==> src/rtl/pon_tx_queue_scheduler_if.sv <==
// Signal bundle between the PON TX queue scheduler, the per-queue FWFT TX FIFOs and the GT TX mux.
// master = scheduler side, slave = FIFO/mux side.
interface pon_tx_queue_scheduler_if #(
  parameter int NUM_Q   = 4,
  parameter int LEVEL_W = 12,
  parameter int LEN_W   = 16
);
  localparam int SEL_W = $clog2(NUM_Q);

  logic                     gt_tx_active;
  logic [NUM_Q*LEVEL_W-1:0] q_level;
  logic [NUM_Q-1:0]         q_tvalid;
  logic [NUM_Q-1:0]         q_tlast;
  logic                     tx_tready;
  logic [NUM_Q-1:0]         q_rd_en;
  logic [SEL_W-1:0]         sel_q;
  logic                     busy;
  logic                     frame_done;
  logic [LEN_W-1:0]         frame_len;

  modport master (
    input  gt_tx_active, q_level, q_tvalid, q_tlast, tx_tready,
    output q_rd_en, sel_q, busy, frame_done, frame_len
  );

  modport slave (
    output gt_tx_active, q_level, q_tvalid, q_tlast, tx_tready,
    input  q_rd_en, sel_q, busy, frame_done, frame_len
  );
endinterface

==> src/rtl/pon_tx_queue_scheduler.sv <==
// Frame-granular scheduler sharing the PON upstream GT TX path between NUM_Q FWFT queue FIFOs.
// Define PON_SCHED_STRICT_PRIO_EN for fixed priority (queue 0 highest); default is round-robin.
module pon_tx_queue_scheduler #(
  parameter int NUM_Q     = 4,
  parameter int LEVEL_W   = 12,
  parameter int MIN_LEVEL = 64,
  parameter int IDLE_GAP  = 2,
  parameter int LEN_W     = 16
) (
  input  logic                            clk,
  input  logic                            rst,
  pon_tx_queue_scheduler_if.master        sched_if
);
  localparam int                   SEL_W   = $clog2(NUM_Q);
  localparam int                   GAP_W   = 4;
  localparam logic [SEL_W-1:0]     LAST_Q  = SEL_W'(NUM_Q - 1);
  localparam logic [LEVEL_W-1:0]   MIN_LVL = LEVEL_W'(MIN_LEVEL);
  localparam logic [GAP_W-1:0]     GAP_END = GAP_W'(IDLE_GAP - 1);

  typedef enum logic [1:0] {S_IDLE, S_ARB, S_READ, S_GAP} state_e;

  state_e             state_q, state_d;
  logic [SEL_W-1:0]   grant_idx_q, grant_idx_d;
  logic [SEL_W-1:0]   last_grant_q, last_grant_d;
  logic [LEN_W-1:0]   word_cnt_q, word_cnt_d;
  logic [LEN_W-1:0]   frame_len_q, frame_len_d;
  logic [GAP_W-1:0]   gap_cnt_q, gap_cnt_d;
  logic               frame_done_q, frame_done_d;

  logic [NUM_Q-1:0]   eligible;
  logic [NUM_Q-1:0]   rd_en;
  logic               hit;
  logic [SEL_W-1:0]   pick;
  logic               xfer;
  logic [LEN_W-1:0]   cnt_inc;

  always_comb begin
    for (int i = 0; i < NUM_Q; i++) begin
      eligible[i] = (sched_if.q_level[i*LEVEL_W +: LEVEL_W] >= MIN_LVL) && sched_if.q_tvalid[i];
    end
  end

  // NOTE: every signal written in an always_comb gets a default first; a path that
  // leaves one unassigned would infer a latch.
  always_comb begin
    hit  = 1'b0;
    pick = '0;
`ifdef PON_SCHED_STRICT_PRIO_EN
    for (int i = 0; i < NUM_Q; i++) begin
      if (!hit && eligible[i]) begin
        hit  = 1'b1;
        pick = SEL_W'(i);
      end
    end
`else
    // First pass: indices above last_grant; second pass wraps round to 0..last_grant.
    for (int i = 0; i < NUM_Q; i++) begin
      if (!hit && eligible[i] && (SEL_W'(i) > last_grant_q)) begin
        hit  = 1'b1;
        pick = SEL_W'(i);
      end
    end
    for (int i = 0; i < NUM_Q; i++) begin
      if (!hit && eligible[i] && (SEL_W'(i) <= last_grant_q)) begin
        hit  = 1'b1;
        pick = SEL_W'(i);
      end
    end
`endif
  end

  always_comb begin
    rd_en = '0;
    if (state_q == S_READ) begin
      rd_en[grant_idx_q] = sched_if.tx_tready & sched_if.q_tvalid[grant_idx_q];
    end
  end

  assign xfer    = |rd_en;
  assign cnt_inc = (word_cnt_q == '1) ? word_cnt_q : word_cnt_q + 1'b1;

  always_comb begin
    state_d      = state_q;
    grant_idx_d  = grant_idx_q;
    last_grant_d = last_grant_q;
    word_cnt_d   = word_cnt_q;
    frame_len_d  = frame_len_q;
    gap_cnt_d    = gap_cnt_q;
    frame_done_d = 1'b0;

    unique case (state_q)
      S_IDLE: begin
        if (sched_if.gt_tx_active) state_d = S_ARB;
      end
      S_ARB: begin
        if (!sched_if.gt_tx_active) begin
          state_d = S_IDLE;
        end else if (hit) begin
          grant_idx_d  = pick;
          last_grant_d = pick;
          word_cnt_d   = '0;
          state_d      = S_READ;
        end
      end
      S_READ: begin
        // The window closing mid-frame is deliberately ignored: a frame always runs to TLAST.
        if (xfer) begin
          word_cnt_d = cnt_inc;
          if (sched_if.q_tlast[grant_idx_q]) begin
            frame_done_d = 1'b1;
            frame_len_d  = cnt_inc;
            gap_cnt_d    = '0;
            if (IDLE_GAP == 0) state_d = sched_if.gt_tx_active ? S_ARB : S_IDLE;
            else               state_d = S_GAP;
          end
        end
      end
      S_GAP: begin
        if (gap_cnt_q == GAP_END) state_d = sched_if.gt_tx_active ? S_ARB : S_IDLE;
        else                      gap_cnt_d = gap_cnt_q + 1'b1;
      end
      default: state_d = S_IDLE;
    endcase
  end

  // NOTE: sequential state uses non-blocking assignments so every register samples
  // the pre-edge values, independent of statement order.
  always_ff @(posedge clk) begin
    if (rst) begin
      state_q      <= S_IDLE;
      grant_idx_q  <= '0;
      last_grant_q <= LAST_Q;
      word_cnt_q   <= '0;
      frame_len_q  <= '0;
      gap_cnt_q    <= '0;
      frame_done_q <= 1'b0;
    end else begin
      state_q      <= state_d;
      grant_idx_q  <= grant_idx_d;
      last_grant_q <= last_grant_d;
      word_cnt_q   <= word_cnt_d;
      frame_len_q  <= frame_len_d;
      gap_cnt_q    <= gap_cnt_d;
      frame_done_q <= frame_done_d;
    end
  end

  assign sched_if.q_rd_en    = rd_en;
  assign sched_if.sel_q      = grant_idx_q;
  assign sched_if.busy       = (state_q == S_READ);
  assign sched_if.frame_done = frame_done_q;
  assign sched_if.frame_len  = frame_len_q;
endmodule

==> src/flat_wrapper.sv <==
// flat-port wrapper written by rule: the top's interface ports become plain ports
module pon_tx_queue_scheduler_flat 
#(
  parameter int NUM_Q     = 4,
  parameter int LEVEL_W   = 12,
  parameter int MIN_LEVEL = 64,
  parameter int IDLE_GAP  = 2,
  parameter int LEN_W     = 16
)
  (clk, rst, sched_if_gt_tx_active, sched_if_q_level, sched_if_q_tvalid, sched_if_q_tlast, sched_if_tx_tready, sched_if_q_rd_en, sched_if_sel_q, sched_if_busy, sched_if_frame_done, sched_if_frame_len);
  pon_tx_queue_scheduler_if #(.NUM_Q(NUM_Q), .LEVEL_W(LEVEL_W), .LEN_W(LEN_W)) sched_if_i ();
  input  logic clk;
  input  logic rst;
  input wire logic [$bits(sched_if_i.gt_tx_active)-1:0] sched_if_gt_tx_active;
  input wire logic [$bits(sched_if_i.q_level)-1:0] sched_if_q_level;
  input wire logic [$bits(sched_if_i.q_tvalid)-1:0] sched_if_q_tvalid;
  input wire logic [$bits(sched_if_i.q_tlast)-1:0] sched_if_q_tlast;
  input wire logic [$bits(sched_if_i.tx_tready)-1:0] sched_if_tx_tready;
  output wire logic [$bits(sched_if_i.q_rd_en)-1:0] sched_if_q_rd_en;
  output wire logic [$bits(sched_if_i.sel_q)-1:0] sched_if_sel_q;
  output wire logic [$bits(sched_if_i.busy)-1:0] sched_if_busy;
  output wire logic [$bits(sched_if_i.frame_done)-1:0] sched_if_frame_done;
  output wire logic [$bits(sched_if_i.frame_len)-1:0] sched_if_frame_len;
  assign sched_if_i.gt_tx_active = sched_if_gt_tx_active;
  assign sched_if_i.q_level = sched_if_q_level;
  assign sched_if_i.q_tvalid = sched_if_q_tvalid;
  assign sched_if_i.q_tlast = sched_if_q_tlast;
  assign sched_if_i.tx_tready = sched_if_tx_tready;
  assign sched_if_q_rd_en = sched_if_i.q_rd_en;
  assign sched_if_sel_q = sched_if_i.sel_q;
  assign sched_if_busy = sched_if_i.busy;
  assign sched_if_frame_done = sched_if_i.frame_done;
  assign sched_if_frame_len = sched_if_i.frame_len;
  pon_tx_queue_scheduler #(.NUM_Q(NUM_Q), .LEVEL_W(LEVEL_W), .MIN_LEVEL(MIN_LEVEL), .IDLE_GAP(IDLE_GAP), .LEN_W(LEN_W)) u_core (.clk(clk), .rst(rst), .sched_if(sched_if_i));
endmodule
==> config.mk <==
export PLATFORM = sky130hd
export DESIGN_NAME = pon_tx_queue_scheduler_flat
export DESIGN_NICKNAME = d
export VERILOG_FILES = /design/src/rtl/pon_tx_queue_scheduler_if.sv /design/src/rtl/pon_tx_queue_scheduler.sv /design/src/flat_wrapper.sv
export SDC_FILE = /design/constraint.sdc
export NUM_CORES = 1
export LEC_CHECK = 0
export ABC_AREA = 1
export CORE_MARGIN = 2
export CORE_UTILIZATION = 42
export DETAILED_ROUTE_END_ITERATION = 8
export MAX_ROUTING_LAYER = met4
export PLACE_DENSITY = 0.77
export SKIP_CTS_REPAIR_TIMING = 1
export SLEW_MARGIN = 20
export SYNTH_ARGS = -nofsm -noshare
export SYNTH_HDL_FRONTEND = slang
export SYNTH_SLANG_ARGS = --single-unit
==> constraint.sdc <==
create_clock -name clk -period 1.8 [get_ports clk]
set_input_delay 0.45 -clock clk [delete_from_list [all_inputs] [get_ports clk]]
set_output_delay 0.45 -clock clk [all_outputs]
set_load 0.05 [all_outputs]
==> metrics, run 1 <==
Die Ht=81.8 um; max_cap viols=0; met3 wire len=370 um; clock network power share=0.253; CTS max path bufs=2; Initial Utilization=0.432; pin count of the biggest net entering global routing=30; worst ir drop on vdd=0.000404 V; Max Clock Freq=470 MHz; M1 WL=3.07 mm; Layout area overhead=45.2%; crit-path cells=inv_2 > nor2_4 > nand2_1 > nand3_2 > nand2_2 > nor2_4 > clkinv_4 > nor3_4 > buf_12; post-synth top area share=0.339; post-DP HPWL=5.08 mm; Yosys cell types=40; Pleak=1.71 nW; antenna violation net count after detailed routing=0; critical path capture point type=output port; hold endpoint=u_core.sched_if.frame_len[8]; Hold/Removal Path Class=reg2reg; WL met2=3.57 mm; Psw=0.869 mW; port bufs=59; Max stage delay on crit path=0.38 ns; internal power=1.67 mW; final hold violations=0; final net count=541; commonest non-fill, non-tap cell in the layout=nand2_1; Final Cycle Share=1.18; Mapped Area=0.00254 mm^2; Crit Path Class=reg2out; Gate power share=0.306; largest family of logic cells by synthesized area=simple AND/OR/NAND/NOR gates; Power Density=688 mW/mm^2; cts bufs inserted=5; FF+latch count, synth=43; post-synthesis mux area share=0; Worst EP required=1.35 ns; row count=28; outcome=complete, but fails checks; worst-margin pin slew=0.300 ns; Placer Congestion=0.878; # IOs=84; clk root buf=clkbuf_8; R2R Path End=u_core.word_cnt_q[15]; H-tree depth=2; sequential cell area fraction in the yosys report=0.339; full die area=0.00669 mm^2; post-placement setup slack=-0.497 ns; routed length per instance=12.8 um; initial antenna violation count=0; crit-path max FO=5; Post-Route WL=7.08 mm; Critical Path AT=1.68 ns; reg2reg path depth=12; crit-path most repeated cell=nor2_4; fraction of layout cells with a size suffix above 1=0.248; XOR/XNOR Fraction of Synth Area=0.0236; Post-Syn Area per Cell=6.57 um^2; Fillers=536; Period minus WS final=2.13 ns; reg-to-reg critical path startpoint=u_core.sched_if.sel_q[1]; syn nets=450; Compound-Gate Fraction of Synth Area=0.120; Initial DRC Count=174; post-synthesis simple-gate area fraction=0.412; number of global-route vias before repair=2459; Sw Ratio=0.342; DR pass1 iterations=4; Worst-path clk slew=0.09 ns; TNS Setup=-2.21 ns; final worst setup slack=-0.329 ns; CTS tree=yes; hold path start=u_core.sched_if.frame_len[8]; n_diodes=0; Core ar.=0.00589 mm^2; Syn Inst Count=387; final max-slew violation count=0; total gr overflow=0; Setup crit start kind=flip-flop; Worst Skew=0.00928 ns; cell accounting for the most synthesized area=dfxtp_1; die width=81.8 um; commonest cells after routing, fill and taps aside=nand2_1, nor2_1, buf_4; vias per cell=5.12; Final Setup Violations=24; Global Route Usage Sum=0.212; global-route wire length before repair=10.9 mm; clock latency on the worst-skew pair=0.30 ns; Worst R2R Setup Slack=-0.02 ns; Area contributors post-synth=dfxtp_1, nand2_1, nor2_1; sequential power share=0.441; RSZ-0062 raised after global routing=yes; adder-cell share of the synthesized area=0.0148; drt drc=0; # clock sinks=43; crit path max-delay cell type=dfxtp_4; Hold Path Cell Cnt=2; worst hold margin=0.464 ns; vias=2836; Rel. slew slack=0.800; failing checks=negative setup slack; Synth Warn #=0; DR top layer=met4
## routing by layer
metal	up-vias	GRT usage
met5	-	-
li1	1428	-
met1	1324	0.271
met3	9	0.0319
met4	0	0.0600
met2	75	0.347
## power by group through the flow
stage | Sequential (mW) | Combinational (mW) | Clock [mW]
finish | 1.12 | 0.776 | 0.642
global route | 1.13 | 0.859 | 0.695
CTS | 1.12 | 0.726 | 0.656
detailed placement | 1.14 | 0.722 | 0
global placement | 1.13 | 0.705 | 0
floorplan | 1.13 | 0.447 | 0
## stage by stage
stage / util / power (mW) / cell area, um^2 / instances
2_1_floorplan: - / 1.58 / 2610 / 387
3_5_place_dp: 0.587 / 1.86 / 3450 / 538
3_3_place_gp: 0.587 / 1.84 / 3450 / 538
6_report: 0.627 / 2.54 / 3690 / 554
4_1_cts: 0.602 / 2.50 / 3540 / 546
5_1_grt: 0.627 / 2.68 / 3690 / 554
## worst max-delay path, delay by kind of cell (launching register included)
family / cells / cell delay [ns]
DFF: 1 / 0.38
buffers and inverters: 3 / 0.33
and+or+nand+nor: 6 / 0.67
## sequential cells by signal (all words and copies together), names as in the netlist, named ones only
name / flops
u_core.sched_if.frame_len: 16
u_core.last_grant_q: 2
u_core.state_q: 1
u_core.gap_cnt_q: 4
u_core.sched_if.frame_done: 1
u_core.sched_if.sel_q: 2
u_core.word_cnt_q: 16
## synthesized netlist by cell type (all sizes together)
library cell,instances
xor2,6
nand4,6
nand3b,4
ha,3
o211a,1
nor3,9
dfxtp,43
nand2,96
o21ai,23
buf,10
a21oi,27
a31oi,1
nand3,40
clkbuf,2
inv,41
nor2,65
a22o,3
o211ai,1
or2,4
and2,2
## final cells by class
type                       instances  area [um^2]  share of cell area
clock buffer                       5         68.8              0.0187
sequential                        43          870               0.236
multi-input combinational        291         1550               0.419
clock inverter                     3         22.5             0.00610
timing repair buffer              96          923               0.250
tap                               75         93.8              0.0254
inverter                          41          166              0.0451
## logic make-up (layout without fill, tap and decap cells)
| group | Yosys count | count (layout) |
|---|---|---|
| flip-flops | 43 | 43 |
| adder cells (fa/ha/maj) | 3 | 3 |
| XOR/XNOR | 6 | 6 |
| AND/OR/NAND/NOR | 226 | 226 |
| buffers and inverters | 53 | 145 |
| AO/OA/AOI/OAI | 56 | 56 |
## worst max path at each step
stage | startpoint | slack, ns | to | cells after the start
after global routing | u_core.sched_if.sel_q[1] | -0.43 | sched_if_q_rd_en[1] | 9
final | u_core.sched_if.sel_q[1] | -0.33 | sched_if_q_rd_en[1] | 9
after detailed placement | sched_if_q_tvalid[0] | -0.50 | sched_if_q_rd_en[0] | 10
after floorplan | flip-flop | -0.30 | sched_if_q_rd_en[0] | 7
after CTS | sched_if_q_tvalid[1] | -0.50 | sched_if_q_rd_en[0] | 10
after global placement | sched_if_q_tvalid[1] | -0.45 | sched_if_q_rd_en[0] | 10
Note: power is estimated with default switching activity, not from simulation.
==> run 2, diff against run 1 <==
Settings changed: CORE_UTILIZATION 42 to 25, PLACE_DENSITY 0.77 to unset.
==> metrics, run 2 (synthesized netlist as in run 1, its figures left out) <==
crit-path max FO=7 (+2); Gate power share=0.300 (-0.006); Buffers & Inverters on Critical Path=3 (unchanged); worst ir drop on vdd=0.000280 V (-31%); # clock sinks=43 (unchanged); Sw Ratio=0.344 (+0.00158); final net count=543 (+0.37%); row count=36 (+29%); critical path capture point type=output port; RSZ-0062 raised after global routing=yes; clock latency on the worst-skew pair=0.31 ns (about the same); Layout area overhead=49.4%; Initial DRC Count=79 (-55%); post-DP HPWL=5.41 mm (+6.4%); vias=2679 (-5.5%); clock network power share=0.257 (+0.004); Hold Path Cell Cnt=2 (unchanged); commonest non-fill, non-tap cell in the layout=nand2_1; Psw=0.867 mW (-0.19%); Initial Utilization=0.259 (-0.173); outcome=complete, but fails checks; Worst EP required=1.35 ns (about the same); total gr overflow=0 (unchanged); Fillers=1049 (+96%); failing checks=negative setup slack; max_cap viols=0 (unchanged); port bufs=59 (unchanged); commonest cells after routing, fill and taps aside=nand2_1, nor2_1, buf_4; Final Cycle Share=1.20 (+0.0188); Final Setup Violations=23 (-4.2%); die width=105 um (+28%); Power Density=664 mW/mm^2 (-3.4%); clk root buf=clkbuf_8; antenna violation net count after detailed routing=0 (unchanged); H-tree depth=2 (unchanged); Final Core Density=0.387 (-0.240); fraction of layout cells with a size suffix above 1=0.252 (+0.00313); Post-Route WL=7.27 mm (+2.6%); DR pass1 iterations=4 (unchanged); worst-margin pin slew=0.331 ns (+0.0315 ns); Max stage delay on crit path=0.39 ns (about the same); crit-path cells=inv_4 > nand2_2 > nand2_1 > nand2_1 > nand3_2 > nand2_2 > nor2_4 > clkinv_4 > nor3_4 > buf_12; routed length per instance=11.8 um (-7.4%); vias per cell=4.36 (-15%); global-route wire length before repair=12.1 mm (+11%); Period minus WS final=2.16 ns (+0.0338 ns); Die Ht=105 um (+28%); pin count of the biggest net entering global routing=30 (unchanged); CTS max path bufs=2 (unchanged); Worst Skew=0.00900 ns (-0.000282 ns); initial antenna violation count=0 (unchanged); n_diodes=0 (unchanged); Global Route Usage Sum=0.137 (-0.0749); Hold/Removal Path Class=reg2reg; Crit Path Class=reg2out; Placer Congestion=0.855 (-2.7%); Worst-path clk slew=0.09 ns (about the same); CTS tree=yes; post-placement setup slack=-0.513 ns (-0.0161 ns); Rel. slew slack=0.778 (-0.0227); # IOs=84 (unchanged); final worst setup slack=-0.362 ns (-0.0338 ns); final hold violations=0 (unchanged); cts bufs inserted=5 (unchanged); full die area=0.0110 mm^2 (+64%); Critical Path AT=1.71 ns (+0.03 ns); Setup crit start kind=flip-flop; Tot Pwr=2.52 mW (-0.64%); final max-slew violation count=0 (unchanged); Pleak=1.72 nW (+0.68%); reg2reg path depth=12 (unchanged); internal power=1.65 mW (-0.88%); Critical Path Stages=10 (+1); Core ar.=0.00982 mm^2 (+67%); CP top delay family=simple AND/OR/NAND/NOR gates; drt drc=0 (unchanged); number of global-route vias before repair=2561 (+4.1%); crit path max-delay cell type=dfxtp_4; sequential power share=0.442 (about the same); Max Clock Freq=462 MHz (-1.6%)
==> run 2: layer usage <==
layer / up-vias / share of wire / track usage
met5: - / 0 / -
met4: 0 / 0.0073 / 0.0419
met3: 4 / 0.016 / 0.0168
met2: 33 / 0.49 / 0.221
met1: 1203 / 0.49 / 0.178
li1: 1439 / - / -
==> run 2: worst reg2reg max path: stages, from the launching register on <==
cell and delay [ns]:
dfxtp_4 0.42, inv_4 0.05, nand2_2 0.04, nand2_1 0.05
nand2_1 0.08, nand3_2 0.09, nand2_2 0.10, nor2_4 0.05
clkinv_4 0.09, buf_4 0.31, nand2_1 0.18, and2_0 0.16
nor2_1 0.09
==> run 2: path summary, 6_finish.rpt <==
path	to	start	slack (ns)
setup / recovery	sched_if_q_rd_en[1]	u_core.sched_if.sel_q[0]	-0.36
hold / removal	u_core.sched_if.frame_len[5]	u_core.sched_if.frame_len[5]	0.46
setup reg to reg	u_core.word_cnt_q[15]	u_core.sched_if.sel_q[0]	0.02
hold reg to reg	u_core.sched_if.frame_len[5]	u_core.sched_if.frame_len[5]	0.46
==> run 2: area by class of cell <==
class / count / area [um^2] / share of cell area
Clock buffer: 5 / 68.8 / 0.0181
Multi-Input combinational cell: 291 / 1560 / 0.411
Sequential cell: 43 / 870 / 0.229
Tap cell: 133 / 166 / 0.0438
Timing Repair inverter: 2 / 17.5 / 0.00461
Clock inverter: 3 / 22.5 / 0.00593
Inverter: 41 / 171 / 0.0452
Timing Repair Buffer: 96 / 918 / 0.242
==> run 2: power groups by stage <==
| stage | clock [mW] | sequential, mW | combinational, mW |
|---|---|---|---|
| final | 0.649 | 1.11 | 0.757 |
| after global routing | 0.718 | 1.13 | 0.849 |
| after CTS | 0.671 | 1.11 | 0.717 |
| after detailed placement | 0 | 1.14 | 0.714 |
| after global placement | 0 | 1.13 | 0.704 |
| after floorplan | 0 | 1.13 | 0.447 |
==> run 2: metrics by stage <==
stage                     hold slack, ns  cell area, um^2  setup TNS [ns]  instances
after global placement             0.448             3550          -15.58        600
after global routing               0.478             3800           -6.81        614
after detailed placement           0.449             3550          -17.11        600
final                              0.457             3800           -2.78        614
after CTS                          0.463             3650           -3.90        608
after floorplan                    0.455             2610          -0.892        387
==> run 3, diff against run 2 <==
Settings changed: PLACE_DENSITY set to 0.53.
==> metrics, run 3 (synthesized netlist as in run 1, its figures left out) <==
outcome=complete, but fails checks; failing checks=negative setup slack; internal power=1.92 mW (+16%); n_diodes=0 (unchanged); commonest non-fill, non-tap cell in the layout=nand2_1; Max stage delay on crit path=0.39 ns (about the same); die width=105 um (unchanged); Hold Path Cell Cnt=2 (unchanged); max_cap viols=0 (unchanged); placed cell areas=0.00358 mm^2 (+0.70%); Buffers & Inverters on Critical Path=3 (unchanged); vias=2773 (+3.5%); H-tree depth=2 (unchanged); drt drc=0 (unchanged); Sw Ratio=0.317 (-0.0269); reg2reg path depth=8 (-4); Core ar.=0.00982 mm^2 (unchanged); Critical Path AT=1.61 ns (-0.10 ns); post-DP HPWL=5.57 mm (+3.1%); Psw=0.891 mW (+2.8%); port bufs=59 (unchanged); Max Clock Freq=485 MHz (+4.8%); post-placement setup slack=-0.510 ns (+0.00311 ns); final net count=548 (+0.92%); Layout area overhead=59.2%; Initial Utilization=0.259 (unchanged); Worst EP required=1.35 ns (about the same); worst ir drop on vdd=0.000447 V (+59%); post-route cell area=0.00405 mm^2 (+6.6%); CTS tree=yes; clock network power share=0.305 (+0.048); global-route wire length before repair=12.7 mm (+5.1%); Die Ht=105 um (unchanged); Power Density=695 mW/mm^2 (+4.6%); met2 usage=0.224 (+0.00325); Rel. slew slack=0.802 (+0.0243); crit-path cells=inv_4 > nand2_2 > nand2_1 > nand2_1 > nand3_2 > nand2_2 > nor2_4 > clkinv_4 > nor3_4 > buf_12; Worst R2R Setup Slack=0.06 ns (+0.04 ns); hold path start=u_core.sched_if.frame_len[5]; vias per cell=4.48 (+2.7%); Placer Congestion=0.829 (-2.9%); initial antenna violation count=0 (unchanged); number of global-route vias before repair=2661 (+3.9%); Crit Path Class=reg2out; Worst-path clk slew=0.08 ns (about the same); full die area=0.0110 mm^2 (unchanged); row count=36 (unchanged); cts bufs inserted=5 (unchanged); R2R Path End=u_core.sched_if.frame_len[15]; crit-path max FO=7 (unchanged); CTS max path bufs=2 (unchanged); Critical Path Stages=10 (unchanged); reg-to-reg critical path startpoint=u_core.word_cnt_q[0]; worst-margin pin slew=0.294 ns (-0.0369 ns); final max-slew violation count=0 (unchanged); routed length per instance=12.5 um (+5.8%); Post-Route WL=7.75 mm (+6.6%); fraction of layout cells with a size suffix above 1=0.296 (+0.0447); antenna violation net count after detailed routing=0 (unchanged); critical path capture point type=output port; Pleak=2.02 nW (+18%); final hold violations=0 (unchanged); Fillers=1040 (-0.86%); # IOs=84 (unchanged); # clock sinks=43 (unchanged); final worst setup slack=-0.263 ns (+0.0997 ns); CP top delay family=simple AND/OR/NAND/NOR gates; global route hottest layer=met2; sequential power share=0.400 (-0.042); met3 Use GR=0.0225 (+0.00561); clk root buf=clkbuf_8; pin count of the biggest net entering global routing=30 (unchanged); Global Route Usage Sum=0.145 (+0.00842); Final Setup Violations=4 (-83%); crit path max-delay cell type=dfxtp_4; GRT met1 Usage=0.194 (+0.0154); Final Cycle Share=1.15 (-0.0554); total gr overflow=0 (unchanged); commonest cells after routing, fill and taps aside=nand2_1, buf_4, nor2_1; Worst Skew=0.0118 ns (+0.00284 ns); hold endpoint=u_core.sched_if.frame_len[5]; Period minus WS final=2.06 ns (-0.0997 ns); clock latency on the worst-skew pair=0.30 ns (about the same); Gate power share=0.296 (-0.004); Hold/Removal Path Class=reg2reg; DR pass1 iterations=4 (unchanged); Initial DRC Count=142 (+80%); Setup crit start kind=flip-flop; RSZ-0062 raised after global routing=yes
[run 3: changes by cell type in the layout (fill, tap and decap cells not counted), sizes merged]
| cell | delta |
|---|---|
| clkbuf | +3 |
| inv | -3 |
| bufinv | +1 |
| dlymetal6s2s | +24 |
| clkdlybuf4s50 | -24 |
| buf | +5 |
| clkinv | -1 |
[run 3: area by class of cell]
cell class,count,area (um^2),area share
clock inverter,2,37.5,0.00928
clock buffer,6,93.8,0.0232
tap,133,166,0.0411
inverter,41,174,0.0430
multi-input combinational,291,1620,0.400
sequential,43,872,0.216
timing repair buffer,103,1080,0.267
[run 3: routing by layer]
| layer | up-vias | part of all wire |
|---|---|---|
| met5 | - | 0 |
| met4 | 0 | 0.016 |
| met3 | 10 | 0.030 |
| met2 | 39 | 0.47 |
| met1 | 1277 | 0.49 |
| li1 | 1447 | - |
[run 3: power groups by stage]
stage                     combinational [mW]  sequential, mW  clock (mW)
after floorplan                        0.447            1.13           0
after global placement                 0.724            1.14           0
after detailed placement               0.734            1.14           0
after CTS                              0.739            1.12       0.879
after global routing                   0.924            1.14       0.922
final                                  0.831            1.12       0.857
[run 3: how the worst max path moves through the flow]
stage / slack (ns) / startpoint / to
after floorplan: -0.30 / flip-flop / sched_if_q_rd_en[0]
after global placement: -0.48 / sched_if_q_tvalid[1] / sched_if_q_rd_en[0]
after detailed placement: -0.51 / sched_if_q_tvalid[1] / sched_if_q_rd_en[0]
after CTS: -0.52 / sched_if_q_tvalid[1] / sched_if_q_rd_en[0]
after global routing: -0.39 / u_core.sched_if.sel_q[1] / sched_if_q_rd_en[0]
final: -0.26 / u_core.sched_if.sel_q[0] / sched_if_q_rd_en[2]
[run 3: worst register-to-register path, delay by kind of cell, from the launching register on]
kind / cells / cell delay (ns)
XOR/XNOR: 1 / 0.22
AND/OR/NAND/NOR: 4 / 0.52
flip-flops: 1 / 0.36
AO/OA/AOI/OAI: 1 / 0.26
buffers and inverters: 2 / 0.29
[run 3: per-stage QoR]
step | total power, mW | utilization | hold WS [ns] | cells | setup TNS (ns)
floorplan | 1.58 | - | 0.455 | 387 | -0.892
global route | 2.98 | 0.412 | 0.477 | 619 | -1.62
detailed placement | 1.87 | 0.365 | 0.451 | 600 | -17.69
CTS | 2.73 | 0.378 | 0.464 | 608 | -4.63
global placement | 1.86 | 0.365 | 0.447 | 600 | -16.32
finish | 2.81 | 0.412 | 0.459 | 619 | -0.985
